<file path="src/rtl/mem_port_arbiter_pkg.sv">
// Shared encodings for the instruction/data single-port memory arbiter.
package mem_port_arbiter_pkg;

  typedef enum logic [1:0] {
    ST_IDLE     = 2'd0,
    ST_BUSY_IF  = 2'd1,
    ST_BUSY_MEM = 2'd2,
    ST_ERROR    = 2'd3
  } arb_state_e;

  typedef enum logic {
    OWNER_IF  = 1'b0,
    OWNER_MEM = 1'b1
  } owner_e;

  typedef enum logic [1:0] {
    BSEL_WORD = 2'b00,
    BSEL_HALF = 2'b01,
    BSEL_BYTE = 2'b10
  } bsel_e;

endpackage

</file>
<file path="src/rtl/mem_port_arbiter_if.sv">
// Fetch, data-stage and unified-memory signals of the arbiter, grouped as one bus.
interface mem_port_arbiter_if;
  logic        IF_Req;
  logic [31:0] IF_Addr;
  logic        IF_Grant;
  logic [31:0] IF_RData;
  logic        IF_Stall;

  logic        MEM_Req;
  logic        MEM_Write;
  logic [31:0] MEM_Addr;
  logic [31:0] MEM_WData;
  logic [1:0]  MEM_ByteSel;
  logic        MEM_Grant;
  logic [31:0] MEM_RData;
  logic        MEM_Stall;

  logic        Mem_Req;
  logic        Mem_Write;
  logic [31:0] Mem_Addr;
  logic [31:0] Mem_WData;
  logic [1:0]  Mem_ByteSel;
  logic        Mem_Ready;
  logic [31:0] Mem_RData;

  logic        Err;

  modport slave (
    input  IF_Req, IF_Addr,
    output IF_Grant, IF_RData, IF_Stall,
    input  MEM_Req, MEM_Write, MEM_Addr, MEM_WData, MEM_ByteSel,
    output MEM_Grant, MEM_RData, MEM_Stall,
    output Mem_Req, Mem_Write, Mem_Addr, Mem_WData, Mem_ByteSel,
    input  Mem_Ready, Mem_RData,
    output Err
  );

  modport master (
    output IF_Req, IF_Addr,
    input  IF_Grant, IF_RData, IF_Stall,
    output MEM_Req, MEM_Write, MEM_Addr, MEM_WData, MEM_ByteSel,
    input  MEM_Grant, MEM_RData, MEM_Stall,
    input  Mem_Req, Mem_Write, Mem_Addr, Mem_WData, Mem_ByteSel,
    output Mem_Ready, Mem_RData,
    input  Err
  );
endinterface

</file>
<file path="src/rtl/mem_wait_timer.sv">
// Saturating wait counter; expired flags the cycle the count reaches MAX_WAIT.
module mem_wait_timer #(
  parameter int unsigned MAX_WAIT = 255
) (
  input  logic clk,
  input  logic rst,
  input  logic clear,
  input  logic enable,
  output logic expired
);
  localparam int unsigned CW = $clog2(MAX_WAIT + 1);

  logic [CW-1:0] count_q, count_d;

  // expired looks at the next count so the owner can leave BUSY on the same edge
  always_comb begin
    count_d = count_q;
    if (clear) begin
      count_d = '0;
    end else if (enable && (count_q != CW'(MAX_WAIT))) begin
      count_d = count_q + CW'(1);
    end
    expired = (count_d == CW'(MAX_WAIT));
  end

  always_ff @(posedge clk) begin
    if (rst) count_q <= '0;
    else     count_q <= count_d;
  end
endmodule

</file>
<file path="src/rtl/mem_port_arbiter.sv">
// Arbitrates fetch and data-stage accesses onto one registered single-port memory command.
module mem_port_arbiter #(
  parameter int unsigned MAX_WAIT = 255
) (
  input  logic                Clock,
  input  logic                Reset,
  mem_port_arbiter_if.slave   bus
);
  import mem_port_arbiter_pkg::*;

  arb_state_e  state_q, state_d;
  owner_e      last_owner_q, last_owner_d;
  logic        mem_req_q, mem_req_d;
  logic        mem_write_q, mem_write_d;
  logic [31:0] mem_addr_q, mem_addr_d;
  logic [31:0] mem_wdata_q, mem_wdata_d;
  logic [1:0]  mem_bsel_q, mem_bsel_d;
  logic        if_grant_q, if_grant_d;
  logic        mem_grant_q, mem_grant_d;
  logic [31:0] if_rdata_q, if_rdata_d;
  logic [31:0] mem_rdata_q, mem_rdata_d;
  logic        err_q, err_d;

  logic if_elig, mem_elig, pick_mem, busy;
  logic timer_clear, timer_enable, timer_expired;

  mem_wait_timer #(.MAX_WAIT(MAX_WAIT)) u_wait_timer (
    .clk     (Clock),
    .rst     (Reset),
    .clear   (timer_clear),
    .enable  (timer_enable),
    .expired (timer_expired)
  );

  always_comb begin
    state_d      = state_q;
    last_owner_d = last_owner_q;
    mem_req_d    = mem_req_q;
    mem_write_d  = mem_write_q;
    mem_addr_d   = mem_addr_q;
    mem_wdata_d  = mem_wdata_q;
    mem_bsel_d   = mem_bsel_q;
    if_grant_d   = 1'b0;
    mem_grant_d  = 1'b0;
    if_rdata_d   = if_rdata_q;
    mem_rdata_d  = mem_rdata_q;
    err_d        = err_q;
    timer_clear  = 1'b0;

    // a requester still showing Req during its grant cycle is describing the finished access
    if_elig  = bus.IF_Req  & ~if_grant_q;
    mem_elig = bus.MEM_Req & ~mem_grant_q;
    pick_mem = mem_elig & (~if_elig | (last_owner_q == OWNER_IF));
    busy     = (state_q == ST_BUSY_IF) || (state_q == ST_BUSY_MEM);
    timer_enable = busy & ~bus.Mem_Ready;

    unique case (state_q)
      ST_IDLE: begin
        if (pick_mem) begin
          state_d     = ST_BUSY_MEM;
          mem_req_d   = 1'b1;
          mem_write_d = bus.MEM_Write;
          mem_addr_d  = bus.MEM_Addr;
          mem_wdata_d = bus.MEM_WData;
          mem_bsel_d  = bus.MEM_ByteSel;
          timer_clear = 1'b1;
        end else if (if_elig) begin
          state_d     = ST_BUSY_IF;
          mem_req_d   = 1'b1;
          mem_write_d = 1'b0;
          mem_addr_d  = bus.IF_Addr;
          mem_wdata_d = '0;
          mem_bsel_d  = BSEL_WORD;
          timer_clear = 1'b1;
        end
      end
      ST_BUSY_IF, ST_BUSY_MEM: begin
        if (bus.Mem_Ready) begin
          state_d   = ST_IDLE;
          mem_req_d = 1'b0;
          if (state_q == ST_BUSY_IF) begin
            if_grant_d   = 1'b1;
            if_rdata_d   = bus.Mem_RData;
            last_owner_d = OWNER_IF;
          end else begin
            mem_grant_d  = 1'b1;
            if (!mem_write_q) mem_rdata_d = bus.Mem_RData;
            last_owner_d = OWNER_MEM;
          end
        end else if (timer_expired) begin
          state_d   = ST_ERROR;
          mem_req_d = 1'b0;
          err_d     = 1'b1;
        end
      end
      default: ;
    endcase
  end

  always_ff @(posedge Clock) begin
    if (Reset) begin
      state_q      <= ST_IDLE;
      last_owner_q <= OWNER_IF;
      mem_req_q    <= 1'b0;
      mem_write_q  <= 1'b0;
      mem_addr_q   <= '0;
      mem_wdata_q  <= '0;
      mem_bsel_q   <= BSEL_WORD;
      if_grant_q   <= 1'b0;
      mem_grant_q  <= 1'b0;
      if_rdata_q   <= '0;
      mem_rdata_q  <= '0;
      err_q        <= 1'b0;
    end else begin
      state_q      <= state_d;
      last_owner_q <= last_owner_d;
      mem_req_q    <= mem_req_d;
      mem_write_q  <= mem_write_d;
      mem_addr_q   <= mem_addr_d;
      mem_wdata_q  <= mem_wdata_d;
      mem_bsel_q   <= mem_bsel_d;
      if_grant_q   <= if_grant_d;
      mem_grant_q  <= mem_grant_d;
      if_rdata_q   <= if_rdata_d;
      mem_rdata_q  <= mem_rdata_d;
      err_q        <= err_d;
    end
  end

  always_comb begin
    bus.Mem_Req     = mem_req_q;
    bus.Mem_Write   = mem_write_q;
    bus.Mem_Addr    = mem_addr_q;
    bus.Mem_WData   = mem_wdata_q;
    bus.Mem_ByteSel = mem_bsel_q;
    bus.IF_Grant    = if_grant_q;
    bus.IF_RData    = if_rdata_q;
    bus.MEM_Grant   = mem_grant_q;
    bus.MEM_RData   = mem_rdata_q;
    bus.Err         = err_q;
    bus.IF_Stall    = (state_q == ST_ERROR) | (bus.IF_Req  & ~if_grant_q);
    bus.MEM_Stall   = (state_q == ST_ERROR) | (bus.MEM_Req & ~mem_grant_q);
  end
endmodule
</file>
<file path="src/flat_wrapper.sv">
// flat-port wrapper written by rule: the top's interface ports become plain ports
module mem_port_arbiter_flat import mem_port_arbiter_pkg::*;
#(
  parameter int unsigned MAX_WAIT = 255
)
  (Clock, Reset, bus_IF_Req, bus_IF_Addr, bus_IF_Grant, bus_IF_RData, bus_IF_Stall, bus_MEM_Req, bus_MEM_Write, bus_MEM_Addr, bus_MEM_WData, bus_MEM_ByteSel, bus_MEM_Grant, bus_MEM_RData, bus_MEM_Stall, bus_Mem_Req, bus_Mem_Write, bus_Mem_Addr, bus_Mem_WData, bus_Mem_ByteSel, bus_Mem_Ready, bus_Mem_RData, bus_Err);
  mem_port_arbiter_if bus_i ();
  input  logic Clock;
  input  logic Reset;
  input wire logic [$bits(bus_i.IF_Req)-1:0] bus_IF_Req;
  input wire logic [$bits(bus_i.IF_Addr)-1:0] bus_IF_Addr;
  output wire logic [$bits(bus_i.IF_Grant)-1:0] bus_IF_Grant;
  output wire logic [$bits(bus_i.IF_RData)-1:0] bus_IF_RData;
  output wire logic [$bits(bus_i.IF_Stall)-1:0] bus_IF_Stall;
  input wire logic [$bits(bus_i.MEM_Req)-1:0] bus_MEM_Req;
  input wire logic [$bits(bus_i.MEM_Write)-1:0] bus_MEM_Write;
  input wire logic [$bits(bus_i.MEM_Addr)-1:0] bus_MEM_Addr;
  input wire logic [$bits(bus_i.MEM_WData)-1:0] bus_MEM_WData;
  input wire logic [$bits(bus_i.MEM_ByteSel)-1:0] bus_MEM_ByteSel;
  output wire logic [$bits(bus_i.MEM_Grant)-1:0] bus_MEM_Grant;
  output wire logic [$bits(bus_i.MEM_RData)-1:0] bus_MEM_RData;
  output wire logic [$bits(bus_i.MEM_Stall)-1:0] bus_MEM_Stall;
  output wire logic [$bits(bus_i.Mem_Req)-1:0] bus_Mem_Req;
  output wire logic [$bits(bus_i.Mem_Write)-1:0] bus_Mem_Write;
  output wire logic [$bits(bus_i.Mem_Addr)-1:0] bus_Mem_Addr;
  output wire logic [$bits(bus_i.Mem_WData)-1:0] bus_Mem_WData;
  output wire logic [$bits(bus_i.Mem_ByteSel)-1:0] bus_Mem_ByteSel;
  input wire logic [$bits(bus_i.Mem_Ready)-1:0] bus_Mem_Ready;
  input wire logic [$bits(bus_i.Mem_RData)-1:0] bus_Mem_RData;
  output wire logic [$bits(bus_i.Err)-1:0] bus_Err;
  assign bus_i.IF_Req = bus_IF_Req;
  assign bus_i.IF_Addr = bus_IF_Addr;
  assign bus_IF_Grant = bus_i.IF_Grant;
  assign bus_IF_RData = bus_i.IF_RData;
  assign bus_IF_Stall = bus_i.IF_Stall;
  assign bus_i.MEM_Req = bus_MEM_Req;
  assign bus_i.MEM_Write = bus_MEM_Write;
  assign bus_i.MEM_Addr = bus_MEM_Addr;
  assign bus_i.MEM_WData = bus_MEM_WData;
  assign bus_i.MEM_ByteSel = bus_MEM_ByteSel;
  assign bus_MEM_Grant = bus_i.MEM_Grant;
  assign bus_MEM_RData = bus_i.MEM_RData;
  assign bus_MEM_Stall = bus_i.MEM_Stall;
  assign bus_Mem_Req = bus_i.Mem_Req;
  assign bus_Mem_Write = bus_i.Mem_Write;
  assign bus_Mem_Addr = bus_i.Mem_Addr;
  assign bus_Mem_WData = bus_i.Mem_WData;
  assign bus_Mem_ByteSel = bus_i.Mem_ByteSel;
  assign bus_i.Mem_Ready = bus_Mem_Ready;
  assign bus_i.Mem_RData = bus_Mem_RData;
  assign bus_Err = bus_i.Err;
  mem_port_arbiter #(.MAX_WAIT(MAX_WAIT)) u_core (.Clock(Clock), .Reset(Reset), .bus(bus_i));
endmodule
</file>
<file path="config.mk">
export PLATFORM = sky130hd
export DESIGN_NAME = mem_port_arbiter_flat
export DESIGN_NICKNAME = d
export VERILOG_FILES = /design/src/rtl/mem_port_arbiter_pkg.sv /design/src/rtl/mem_port_arbiter_if.sv /design/src/rtl/mem_wait_timer.sv /design/src/rtl/mem_port_arbiter.sv /design/src/flat_wrapper.sv
export SDC_FILE = /design/constraint.sdc
export NUM_CORES = 1
export LEC_CHECK = 0
export ABC_AREA = 0
export BUFFER_PORTS_ARGS = -buffer_cell sky130_fd_sc_hd__buf_2
export CORE_ASPECT_RATIO = 2
export CORE_MARGIN = 2
export CORE_UTILIZATION = 48
export CTS_CLUSTER_DIAMETER = 50
export CTS_CLUSTER_SIZE = 12
export DETAILED_ROUTE_END_ITERATION = 6
export PLACE_DENSITY = 0.8
export SLEW_MARGIN = 25
export SYNTH_ARGS = -nofsm -noshare
export SYNTH_HDL_FRONTEND = slang
export SYNTH_HIERARCHICAL = 1
export SYNTH_SLANG_ARGS = --single-unit
</file>
<file path="constraint.sdc">
create_clock -name Clock -period 3.42 [get_ports Clock]
set_input_delay 0.855 -clock Clock [delete_from_list [all_inputs] [get_ports Clock]]
set_output_delay 0.855 -clock Clock [all_outputs]
set_load 0.01 [all_outputs]
</file>
After elaboration in Yosys (flattened, before gate mapping)
Index checks and enable logic that the tools add are counted.
- output and inout port bits: 137
- input bits: 136
- memories kept: 0
- latch bits: 0
- flip-flop bits (word level): 146
- ROM bits: 0
- RAM bits: 0
- logic and storage cells: 74
- add/sub/neg operators: 1
- divide/modulo/power cells: 0
- bitwise operators: 15
- muxes and demuxes: 25
- reduce and logical (&&, ||, !) cells: 13
- shifts and indexed selects: 0
- order comparisons: 0
- equality and inequality tests: 7
- multipliers: 0
- operator list (cell ; count):
    $mux 32 ; 4
    $mux 8 ; 2
    $mux 2 ; 6
    $mux 1 ; 11
    $reduce_and 3->1 ; 3
    $add 8x1->8 const B ; 1
    $eq 8x8->1 const B ; 1
    $ne 8x8->1 const B ; 1
    $not 1->1 ; 8
    $and 1x1->1 ; 4
    $eq 2x2->1 const B ; 2
    $pmux 2 s2 ; 1
    $reduce_and 2->1 ; 2
    $reduce_and 4->1 ; 1
    $reduce_bool 2->1 ; 2
    $ne 3x1->1 const B ; 1
    $ne 3x2->1 const B ; 1
    $or 1x1->1 ; 3
    $reduce_or 3->1 ; 1
    $eq 2x1->1 const B ; 1
    $logic_not 2->1 ; 1
    $pmux 1 s2 ; 1
    $reduce_or 2->1 ; 1
    $logic_and 1x1->1 ; 1
    $logic_or 1x1->1 ; 1

Longest topological paths before layout
- depth in word-level cells: 12
- mapped depth: 11
- depth with buffers taken out: 10

Hierarchy
The synthesis kept the hierarchy.
- modules (own cells, without submodules) (module ; cells an instance ; instances ; sequential area each (µm²) ; area an instance (µm²)):
    mem_port_arbiter ; 638 ; 1 ; 2762.6 ; 5866.9
    mem_wait_timer ; 58 ; 1 ; 160.2 ; 495.5

Worst setup path after synthesis
OpenSTA, ideal clock, no wires.
- path type: register to register
- start: reg u_core.state_q[0]
- end: reg u_core.state_q[1]
- buffers on the path: 1
- library setup time: 0.060 ns
- clock period less this slack: 3.021 ns
- arrival time: 2.960 ns
- stages on the path, launching flop included: 12
- setup slack: 0.399 ns
- data required time: 3.360 ns
- path through: dfxtp_1 -> inv_1 -> ha_1 -> clkbuf_1 -> nor2b_1 -> and4_4 -> a31oi_1 -> a2111oi_2 -> nor4b_2 -> nor3b_1 -> a311oi_2 -> o221a_1
- longest elaborated chain between the ends: 9
- elaborated cells on any way between the ends: 16
- classes of those cells: eq/ne (5); mux (4); bitwise (1); reduce/logical (6)
- ends and longest elaborated chain (what ; line ; text):
    start, declared ; mem_port_arbiter.sv:11 ; arb_state_e state_q, state_d;
    start signal, assigned ; mem_port_arbiter.sv:115 ; state_q <= state_d;
    $eq 2x1->1 / $eq 2x2->1 (equally long branches) ; mem_port_arbiter.sv:54 ; busy = (state_q == ST_BUSY_IF) || (state_q == ST_BUSY_MEM);
    $logic_or 1x1->1 (*) ; mem_port_arbiter.sv:54 ;
    $and 1x1->1 (*) ; mem_port_arbiter.sv:55 ; timer_enable = busy & ~bus.Mem_Ready;
    via u_core.timer_enable ; mem_port_arbiter.sv:25 ; logic timer_clear, timer_enable, timer_expired;
    $logic_and 1x1->1 (*) ; mem_wait_timer.sv:20 ; end else if (enable && (count_q != CW'(MAX_WAIT))) begin
    $mux 8 (*) ; mem_wait_timer.sv:20 ;
    $mux 8 (*) ; mem_wait_timer.sv:18 ; if (clear) begin
    $eq 8x8->1 (*) ; mem_wait_timer.sv:23 ; expired = (count_d == CW'(MAX_WAIT));
    via u_core.timer_expired ; mem_port_arbiter.sv:25 ;
    $ne 3x2->1 (no source line) (*) ; - ;
    $reduce_and 3->1 (no source line) (*) ; - ;
Mark *: on every way through the listed nets, which the timed path passes. The rest lies on a longest branch.
A chain may end at the register's enable or synchronous reset.

Final worst setup path
Ends and elaborated chain as after synthesis.

==> flow_metrics.env <==
export IMPL_yosys_warnings=6
export IMPL_tightestPinTransition_ns=0.852
export IMPL_vias=6133
export IMPL_path_class="register to register"
export IMPL_routed_wl_met2_um=10100
export IMPL_fin_crit_ns=2.71
export IMPL_ctsResizeCount=0
export IMPL_post_cts_buffers=0
export IMPL_hpwlAfterDp_um=12800
export IMPL_cts_num_sinks=146
export IMPL_final_util=0.641
export IMPL_synth_nets=836
export IMPL_drv_cap=0
export IMPL_worstPathArrival_ns=3.06
export IMPL_grt_pass1_wl_um=29000
export IMPL_nets=1074
export IMPL_ctsHtreeMaxLevel=4
export IMPL_synth_cells=696
export IMPL_wl_met1_um=6680
export IMPL_routed_wl_um=18400
export IMPL_hold_class="register to register"
export IMPL_port_buffers=272
export IMPL_register_area_um2=2920
export IMPL_placed_area_um2=7740
export IMPL_highest_layer="met4"
export IMPL_numCtsBuffers=17
export IMPL_clk_latency_ns=0.41
export IMPL_avgSynthCellArea_um2=9.14
export IMPL_grt_max_degree=68
export IMPL_start_kind="register"
export IMPL_holdPathEnd="u_core/bus.IF_RData[9]"
export IMPL_row_count=59
export IMPL_powerDensity_nw_per_um2=744
export IMPL_postCtsHoldBufs=0
export IMPL_vdd_drop_max_mv=0.579
export IMPL_ff2ff_setup_slack_ns=0.71
export IMPL_grt_overflow=0
export IMPL_endpoint_kind="register"
export IMPL_grt_antenna_before_repair=1
export IMPL_clk_pin_slew_ns=0.06
export IMPL_setup_ws_ns=0.707
export IMPL_fp_dieH_um=167
export IMPL_crit_path_max_fanout=5
export IMPL_multi_input_area_um2=2990
export IMPL_status="completed"
export IMPL_p_leak_nw=3.73
export IMPL_drc=0
export IMPL_place_ws_ns=0.417
export IMPL_ys_async_sr_fraction=0
export IMPL_rsz0062_at_grt="no"
export IMPL_layoutNonFillerInstCount=1100
export IMPL_hold_violations=0
export IMPL_r2r_end="u_core/state_q[1]"
export IMPL_fin_crit_sh=0.793
export IMPL_fmax_ghz=0.369
export IMPL_mostFrequentLayoutCells="271 x buf_2, 146 x dfxtp_1, 134 x nand2_1, 69 x a21oi_1, 38 x inv_1"
export IMPL_fin_tns_setup_ns=0
export IMPL_holdPathStages=2
export IMPL_first_global_vias=5922
export IMPL_p_total_mw=6.20
export IMPL_startpoint="u_core/state_q[0]"
export IMPL_fp_dieW_um=85.4
export IMPL_area_delta_synth_final_pct=31.0
export IMPL_stdcell_area_um2=8330
export IMPL_core_area_um2=13000
export IMPL_wl_met3_um=1100
export IMPL_skew_ns=0.0109
export IMPL_start_util=0.490
export IMPL_synth_cell_types=57
export IMPL_crit_required_ns=3.76
export IMPL_wl_per_cell_um=16.7
export IMPL_dieArea_um2=14200
export IMPL_tritoncts="built"
export IMPL_setup_violations=0
export IMPL_root_buffer="clkbuf_16"
export IMPL_pin_count=273
export IMPL_dp_cells=1067
export IMPL_holdCritStartpoint="u_core/bus.IF_RData[9]"
export IMPL_max_slew_margin_rel=0.432
export IMPL_post_route_cells_drive_above_1_share=0.386
export IMPL_rr_worst_depth=10
export IMPL_grt_usage=0.248
export IMPL_drt_first_pass_iters=5
export IMPL_synth_edf_count=0
export IMPL_cts_path_max_buffers=2
export IMPL_yosysSeqAreaShare=0.459
export IMPL_slew_violations=0
export IMPL_ys_ff_latch=146
export IMPL_reg2reg_from="u_core/state_q[0]"
export IMPL_detail_route_antenna_nets=0
export IMPL_syn_cell_area_um2=6360
export IMPL_drt_initial_drc_count=335
export IMPL_viasPerCell=5.58
export IMPL_hold_ws_ns=0.449
export IMPL_gp_congestion=0.973
export IMPL_final_common_cell="buf_2"
export IMPL_synthFlopType="dfxtp_1"
export IMPL_fillers=1135
## area by class of cell
type,instances,share of cell area
Sequential cell,146,0.351
Timing Repair Buffer,289,0.179
Antenna cell,1,0.000300
Multi-Input combinational cell,439,0.358
Clock buffer,17,0.0510
Tap cell,152,0.0228
Inverter,41,0.0185
Clock inverter,15,0.0195
## worst max path at each step
stage                              to  slack (ns)
floorplan           u_core/state_q[1]        0.40
global placement    u_core/state_q[0]        0.46
detailed placement  u_core/state_q[1]        0.42
CTS                 u_core/state_q[1]        0.69
global route        u_core/state_q[0]        0.45
finish              u_core/state_q[1]        0.71
## critical path, stage by stage, from the launching register on
cell       delay, ns
dfxtp_1         0.38
inv_1           0.06
ha_1            0.30
nor2b_1         0.17
and4_4          0.26
a31oi_1         0.12
a2111oi_2       0.35
nor4b_2         0.37
nor3b_1         0.11
a311oi_2        0.32
o221a_1         0.22
## kinds of logic (layout without fill, tap and decap cells)
group	after synthesis	in the layout	share of synthesized area
AO/OA/AOI/OAI	220	220	0.279
multiplexers	2	2	0.00315
flip-flops	146	146	0.459
buffers and inverters	111	362	0.0749
adder cells (fa/ha/maj)	4	4	0.00787
AND/OR/NAND/NOR	211	211	0.173
other	0	1	0
XOR/XNOR	2	2	0.00275
## power by group
group / internal, mW / switching, mW
clock: 1.04 / 0.801
combinational: 0.846 / 1.27
sequential: 2.06 / 0.178
total: 3.95 / 2.25
## sequential cells by signal, indices dropped and copies added, names as in the netlist
register,flops
u_core/bus.IF_Grant,1
u_core/bus.IF_RData,32
u_core/bus.Mem_WData,32
u_core/bus.Mem_Write,1
u_core/bus.MEM_Grant,1
u_core/bus.MEM_RData,32
u_core/bus.Mem_Addr,32
u_core/u_wait_timer/count_q,8
u_core/last_owner_q,1
u_core/state_q,2
u_core/bus.Err,1
u_core/bus.Mem_ByteSel,2
u_core/bus.Mem_Req,1
## cell usage after synthesis (all sizes together), types with 3 or more instances
cell	n	area (um^2)
and3b	33	289
ha	4	50.1
nand2b	4	27.5
a21oi	69	345
inv	41	154
nand2	134	503
nor3	3	15.0
a32o	35	350
a221oi	64	748
nand3	3	15.0
nand4	3	25.0
o211ai	4	30.0
nor2	11	41.3
o21ai	36	184
dfxtp	146	2920
clkbuf	47	176
buf	23	146
## routing by layer
| metal | vias to the layer above | track usage |
|---|---|---|
| met5 | - | 0 |
| met4 | 0 | 0.104 |
| met3 | 35 | 0.0590 |
| met2 | 234 | 0.450 |
| met1 | 2864 | 0.268 |
| li1 | 3000 | - |
Power figures use the tool's default switching activity.
